## config.mk

```make
export PLATFORM = sky130hd
export DESIGN_NAME = div_clk_monitor
export DESIGN_NICKNAME = d
export VERILOG_FILES = /design/src/rtl/div_clk_monitor.sv
export SDC_FILE = /design/constraint.sdc
export NUM_CORES = 1
export LEC_CHECK = 0
export ABC_AREA = 0
export CORE_MARGIN = 5
export CORE_UTILIZATION = 54
export DETAILED_ROUTE_END_ITERATION = 10
export GPL_TIMING_DRIVEN = 0
export PLACE_DENSITY = 0.79
export SLEW_MARGIN = 30
export SYNTH_ARGS = -nofsm -noshare
export SYNTH_HDL_FRONTEND = slang
export SYNTH_SLANG_ARGS = --single-unit
```

## constraint.sdc

```tcl
create_clock -name clk -period 1.8 [get_ports clk]
set_input_delay 0.54 -clock clk [delete_from_list [all_inputs] [get_ports clk]]
set_output_delay 0.54 -clock clk [all_outputs]
set_load 0.01 [all_outputs]
```

## src/rtl/div_clk_monitor.sv

```systemverilog
// Divided-clock monitor: measures period and high time of sig_in in clk cycles,
// flags ratio errors and declares lock. Optional duty check: DIV_MON_DUTY_CHECK_EN.
module div_clk_monitor #(
  parameter int EXP_DIV = 12,
  parameter int CNT_W   = 8,
  parameter int LOCK_N  = 4
) (
  input  logic             clk,
  input  logic             reset,
  input  logic             en,
  input  logic             sig_in,
  input  logic             err_clr,
  output logic [CNT_W-1:0] period,
  output logic [CNT_W-1:0] high_time,
  output logic             meas_valid,
  output logic             ratio_err,
  output logic             duty_err,
  output logic             locked
);

  localparam logic [CNT_W-1:0] EXP_V   = CNT_W'(EXP_DIV);
  localparam logic [CNT_W-1:0] CNT_MAX = {CNT_W{1'b1}};
  localparam logic [CNT_W-1:0] CNT_ONE = {{(CNT_W-1){1'b0}}, 1'b1};
  localparam logic [3:0]       LOCK_M1 = 4'(LOCK_N - 1);

  typedef enum logic [1:0] {
    IDLE = 2'd0,
    HIGH = 2'd1,
    LOW  = 2'd2
  } state_t;

  state_t           state;
  logic             sig_d;
  logic             sat;
  logic [CNT_W-1:0] cnt;
  logic [CNT_W-1:0] hi_cap;
  logic [3:0]       match_cnt;

  logic rise;
  logic fall;
  logic ratio_ok;
  logic duty_ok;
  logic good;

  assign rise     = sig_in & ~sig_d;
  assign fall     = ~sig_in & sig_d;
  assign ratio_ok = (cnt == EXP_V) && !sat;
  assign good     = ratio_ok && duty_ok;

`ifdef DIV_MON_DUTY_CHECK_EN
  // Odd ratios accept either neighbour of the half period; even ratios collapse to one value.
  localparam logic [CNT_W-1:0] HALF_LO = CNT_W'(EXP_DIV / 2);
  localparam logic [CNT_W-1:0] HALF_HI = CNT_W'((EXP_DIV + 1) / 2);

  assign duty_ok = (hi_cap == HALF_LO) || (hi_cap == HALF_HI);

  always_ff @(posedge clk or posedge reset) begin
    if (reset) begin
      duty_err <= 1'b0;
    end else if (en && (state == LOW) && rise && !duty_ok) begin
      duty_err <= 1'b1;
    end else if (err_clr) begin
      duty_err <= 1'b0;
    end
  end
`else
  assign duty_ok  = 1'b1;
  assign duty_err = 1'b0;
`endif

  always_ff @(posedge clk or posedge reset) begin
    if (reset) begin
      state      <= IDLE;
      sig_d      <= 1'b1;
      sat        <= 1'b0;
      cnt        <= '0;
      hi_cap     <= '0;
      match_cnt  <= '0;
      period     <= '0;
      high_time  <= '0;
      meas_valid <= 1'b0;
      ratio_err  <= 1'b0;
      locked     <= 1'b0;
    end else begin
      sig_d      <= sig_in;
      meas_valid <= 1'b0;
      if (err_clr) begin
        ratio_err <= 1'b0;
      end

      if (!en) begin
        state     <= IDLE;
        cnt       <= '0;
        sat       <= 1'b0;
        match_cnt <= '0;
        locked    <= 1'b0;
      end else begin
        if (rise) begin
          cnt <= CNT_ONE;
          sat <= 1'b0;
        end else if (state != IDLE) begin
          if (cnt == CNT_MAX) begin
            sat <= 1'b1;
          end else begin
            cnt <= cnt + CNT_ONE;
          end
        end

        case (state)
          IDLE: begin
            if (rise) begin
              state <= HIGH;
            end
          end
          HIGH: begin
            if (fall) begin
              state  <= LOW;
              hi_cap <= cnt;
            end
          end
          LOW: begin
            if (rise) begin
              state      <= HIGH;
              period     <= cnt;
              high_time  <= hi_cap;
              meas_valid <= 1'b1;
              if (good) begin
                if (match_cnt < LOCK_M1 + 4'd1) begin
                  match_cnt <= match_cnt + 4'd1;
                end
                if (match_cnt >= LOCK_M1) begin
                  locked <= 1'b1;
                end
              end else begin
                match_cnt <= '0;
                locked    <= 1'b0;
                // A pure duty failure is reported on duty_err only.
                if (!ratio_ok) begin
                  ratio_err <= 1'b1;
                end
              end
            end
          end
          default: state <= IDLE;
        endcase
      end
    end
  end

endmodule

```

==> qor.yml <==
detail_route.drc_violations: 0
fin_nets: 200
cts-hold-fix-buffers: 0
fin_crit_sh_pct: 99.2
final-setup-viol-count: 0
grt_first_pass_wirelength_um: 6230
placement.setup.worst_slack_ns: -0.535
clkLatencyLatePin_ns: 0.35
placeableCoreArea_mm2: 0.00336
critical_path_class: "reg -> reg"
irDropWorstVdd_mv: 0.514
yosysWarnings: 0
areaGrowthSynthToFinish_pct: 25.9
placement.cell_area_mm2: 0.00219
finalCoreUtilization_pct: 70.2
synth_flop_cell: "dfrtp_1"
drt_iter0_markers: 60
antenna_diode_count: 0
cts.sink_count: 43
maxCapViolations: 0
static-leakage-power_uw: 0.00134
synth.net_count: 167
worst_hold_path_type: "reg -> reg"
skew_final_ns: 0.0123
rr_worst_depth: 5
via_per_inst: 5.69
startpoint_type: "flip-flop"
place_congestion: 0.883
grt_use_total_pct: 18.0
grt_overflow: 0
critical-path-max-stage-delay_ns: 0.50
worstHoldPathCells: 2
route.vias.total: 1359
timing.final.hold_violations: 0
worst_path_dominant_cell_family: "simple AND/OR/NAND/NOR gates"
mostFrequentLayoutCells: "dfrtp_1, mux2_2, dlymetal6s2s_1, nor2_1, dlygate4sd2_1"
worst-path-stages: 5
mappedNetlistArea_mm2: 0.00188
placement_rows: 21
placed_cells_incl_taps: 229
post_synthesis_sequential_area_ratio_pct: 57.4
drt-wirelength-per-cell_um: 15.6
layout_setup_ws_ns: 0.0146
route.final.wire_length_um: 3730
path_cells: "ha_4 > and3_1 > a32o_2 > or4_1 > a21oi_1"
max-clock-path-buffers: 2
drt_pre_antenna_iters: 4
cts_made_buffers: 5
grt_max_degree: 25
final_area_mm2: 0.00236
io_pins: 25
grt_antenna_before_repair: 0
layout-drive-gt1-share_pct: 26.9
cp_data_required_time_ns: 2.07
h-tree-depth: 2
synth-edff-count: 0
result_of_the_run: "finished clean"
synth-seq-cells: 43
final-max-slew-violation-count: 0
syn_area_per_cell_um2: 11.8
netlist-cell-type-count: 38
critical_path_arrival_ns: 2.06
post-route-min-period_ns: 1.79
syn_inst: 159
async_flop_share_pct: 100
cts.clk_slew.worst_paths_ns: 0.13
die-height_um: 69.0
clock.fmax_mhz: 560
rsz0062_at_grt: "true"
dpl.hpwl_um: 2620
cts_tree: "done"
final_antenna_net_count: 0
die_x_um: 69.0
instances_no_fill: 239
start_util_pct: 55.8
layout_commonest_cell: "dfrtp_1"
cellPowerDensity_mw_per_mm2: 758
endpoint_kind: "flip-flop"
clockRootBuffer: "clkbuf_4"
first_global_vias: 1398
die_footprint_mm2: 0.00475
critPathSlowestCell: "or4_1"
critical_path.n_buffers_inverters: 0
critical_path.max_fanout: 3
io_buffers: 23
[final cells by class]
| type | count | area (um^2) |
|---|---|---|
| buffer | 6 | 43.8 |
| clock buffer | 6 | 51.3 |
| clock inverter | 2 | 35.0 |
| fill | 255 | 1000 |
| inverter | 7 | 26.3 |
| multi-input combinational | 102 | 772 |
| sequential | 43 | 1080 |
| tap | 46 | 57.6 |
| timing repair buffer | 27 | 297 |
[through the flow]
step	TNS [ns]	hold slack, ns	power [uW]
after floorplan	0	0.457	1100
after global placement	-33.96	0.464	1150
after detailed placement	-13.76	0.471	1160
after CTS	0	0.499	1790
after global routing	-0.0337	0.502	1870
final	0	0.490	1790
[cells in the mapped netlist (3+ instances only)]
cell type   n  area share, %
nand3_1     3           0.80
buf_2       3           0.80
nand2b_1    3            1.0
nand2_1     8            1.6
ha_1        3            2.0
or3_1       5            1.7
o21ai_0     8            2.1
nor2_1     10            2.0
a21oi_1     9            2.4
inv_1       7            1.4
nand4_1     3            1.0
mux2_2     22             13
dfrtp_1    42             56
and2_1      3            1.0
a31oi_1     3            1.0
[cells by family (layout without fill, tap and decap cells)]
group                    count (synthesis)  in the layout  synth area share (%)
AND/OR/NAND/NOR                         48             48                  14.5
flip-flops                              43             43                  57.4
AO/OA/AOI/OAI                           26             26                  8.13
multiplexers                            23             23                  13.7
buffers and inverters                   14             48                  3.60
adder cells (fa/ha/maj)                  3              3                  2.00
other                                    1              1                 0.200
XOR/XNOR                                 1              1                 0.467
[path summary, 6_finish.rpt]
kind	slack, ns	from	endpoint
worst max-delay path	0.01	cnt[0]	cnt[7]
worst min-delay path	0.49	period[0]	period[0]
worst max register to register	0.01	cnt[0]	cnt[7]
worst min register to register	0.49	period[0]	period[0]
max in group asynchronous	0.83	reset	cnt[3]
min in group asynchronous	0.51	reset	state[0]
[sequential cells by signal, summed over array words and instances (netlist names)]
| signal | cells |
|---|---|
| sat | 1 |
| hi_cap | 8 |
| meas_valid | 1 |
| state | 2 |
| locked | 1 |
| high_time | 8 |
| sig_d | 1 |
| cnt | 8 |
| period | 8 |
| match_cnt | 4 |
| ratio_err | 1 |
[metal layers]
metal | up-vias | GRT usage (%) | part of all wire, %
met5 | - | 0 | 0
met4 | 0 | 9.49 | 1.4
met3 | 6 | 4.21 | 4.7
met2 | 40 | 31.2 | 53
met1 | 685 | 20.5 | 41
li1 | 628 | - | -
[timing repair]
action                     in CTS  in global routing
cloned                          0                  0
resized for setup              16                 18
buffers inserted                2                  1
pin swaps                       1                  1
setup endpoints to repair      24                 19
[worst register-to-register path, delay by kind of cell, from the launching register on]
family | cells | cell delay (ns)
adder cells (fa/ha/maj) | 1 | 0.17
flip-flops | 1 | 0.46
AO/OA/AOI/OAI | 2 | 0.40
AND/OR/NAND/NOR | 2 | 0.68
[report_power, final]
| part | internal (uW) | switching (uW) | leakage (uW) |
|---|---|---|---|
| Sequential | 990 | 17.1 | 0.000590 |
| Combinational | 67.2 | 83.4 | 0.000700 |
| Clock | 328 | 304 | 0.0000482 |
| Total | 1390 | 405 | 0.00134 |
No activity file was read; power rests on OpenSTA's default activity.
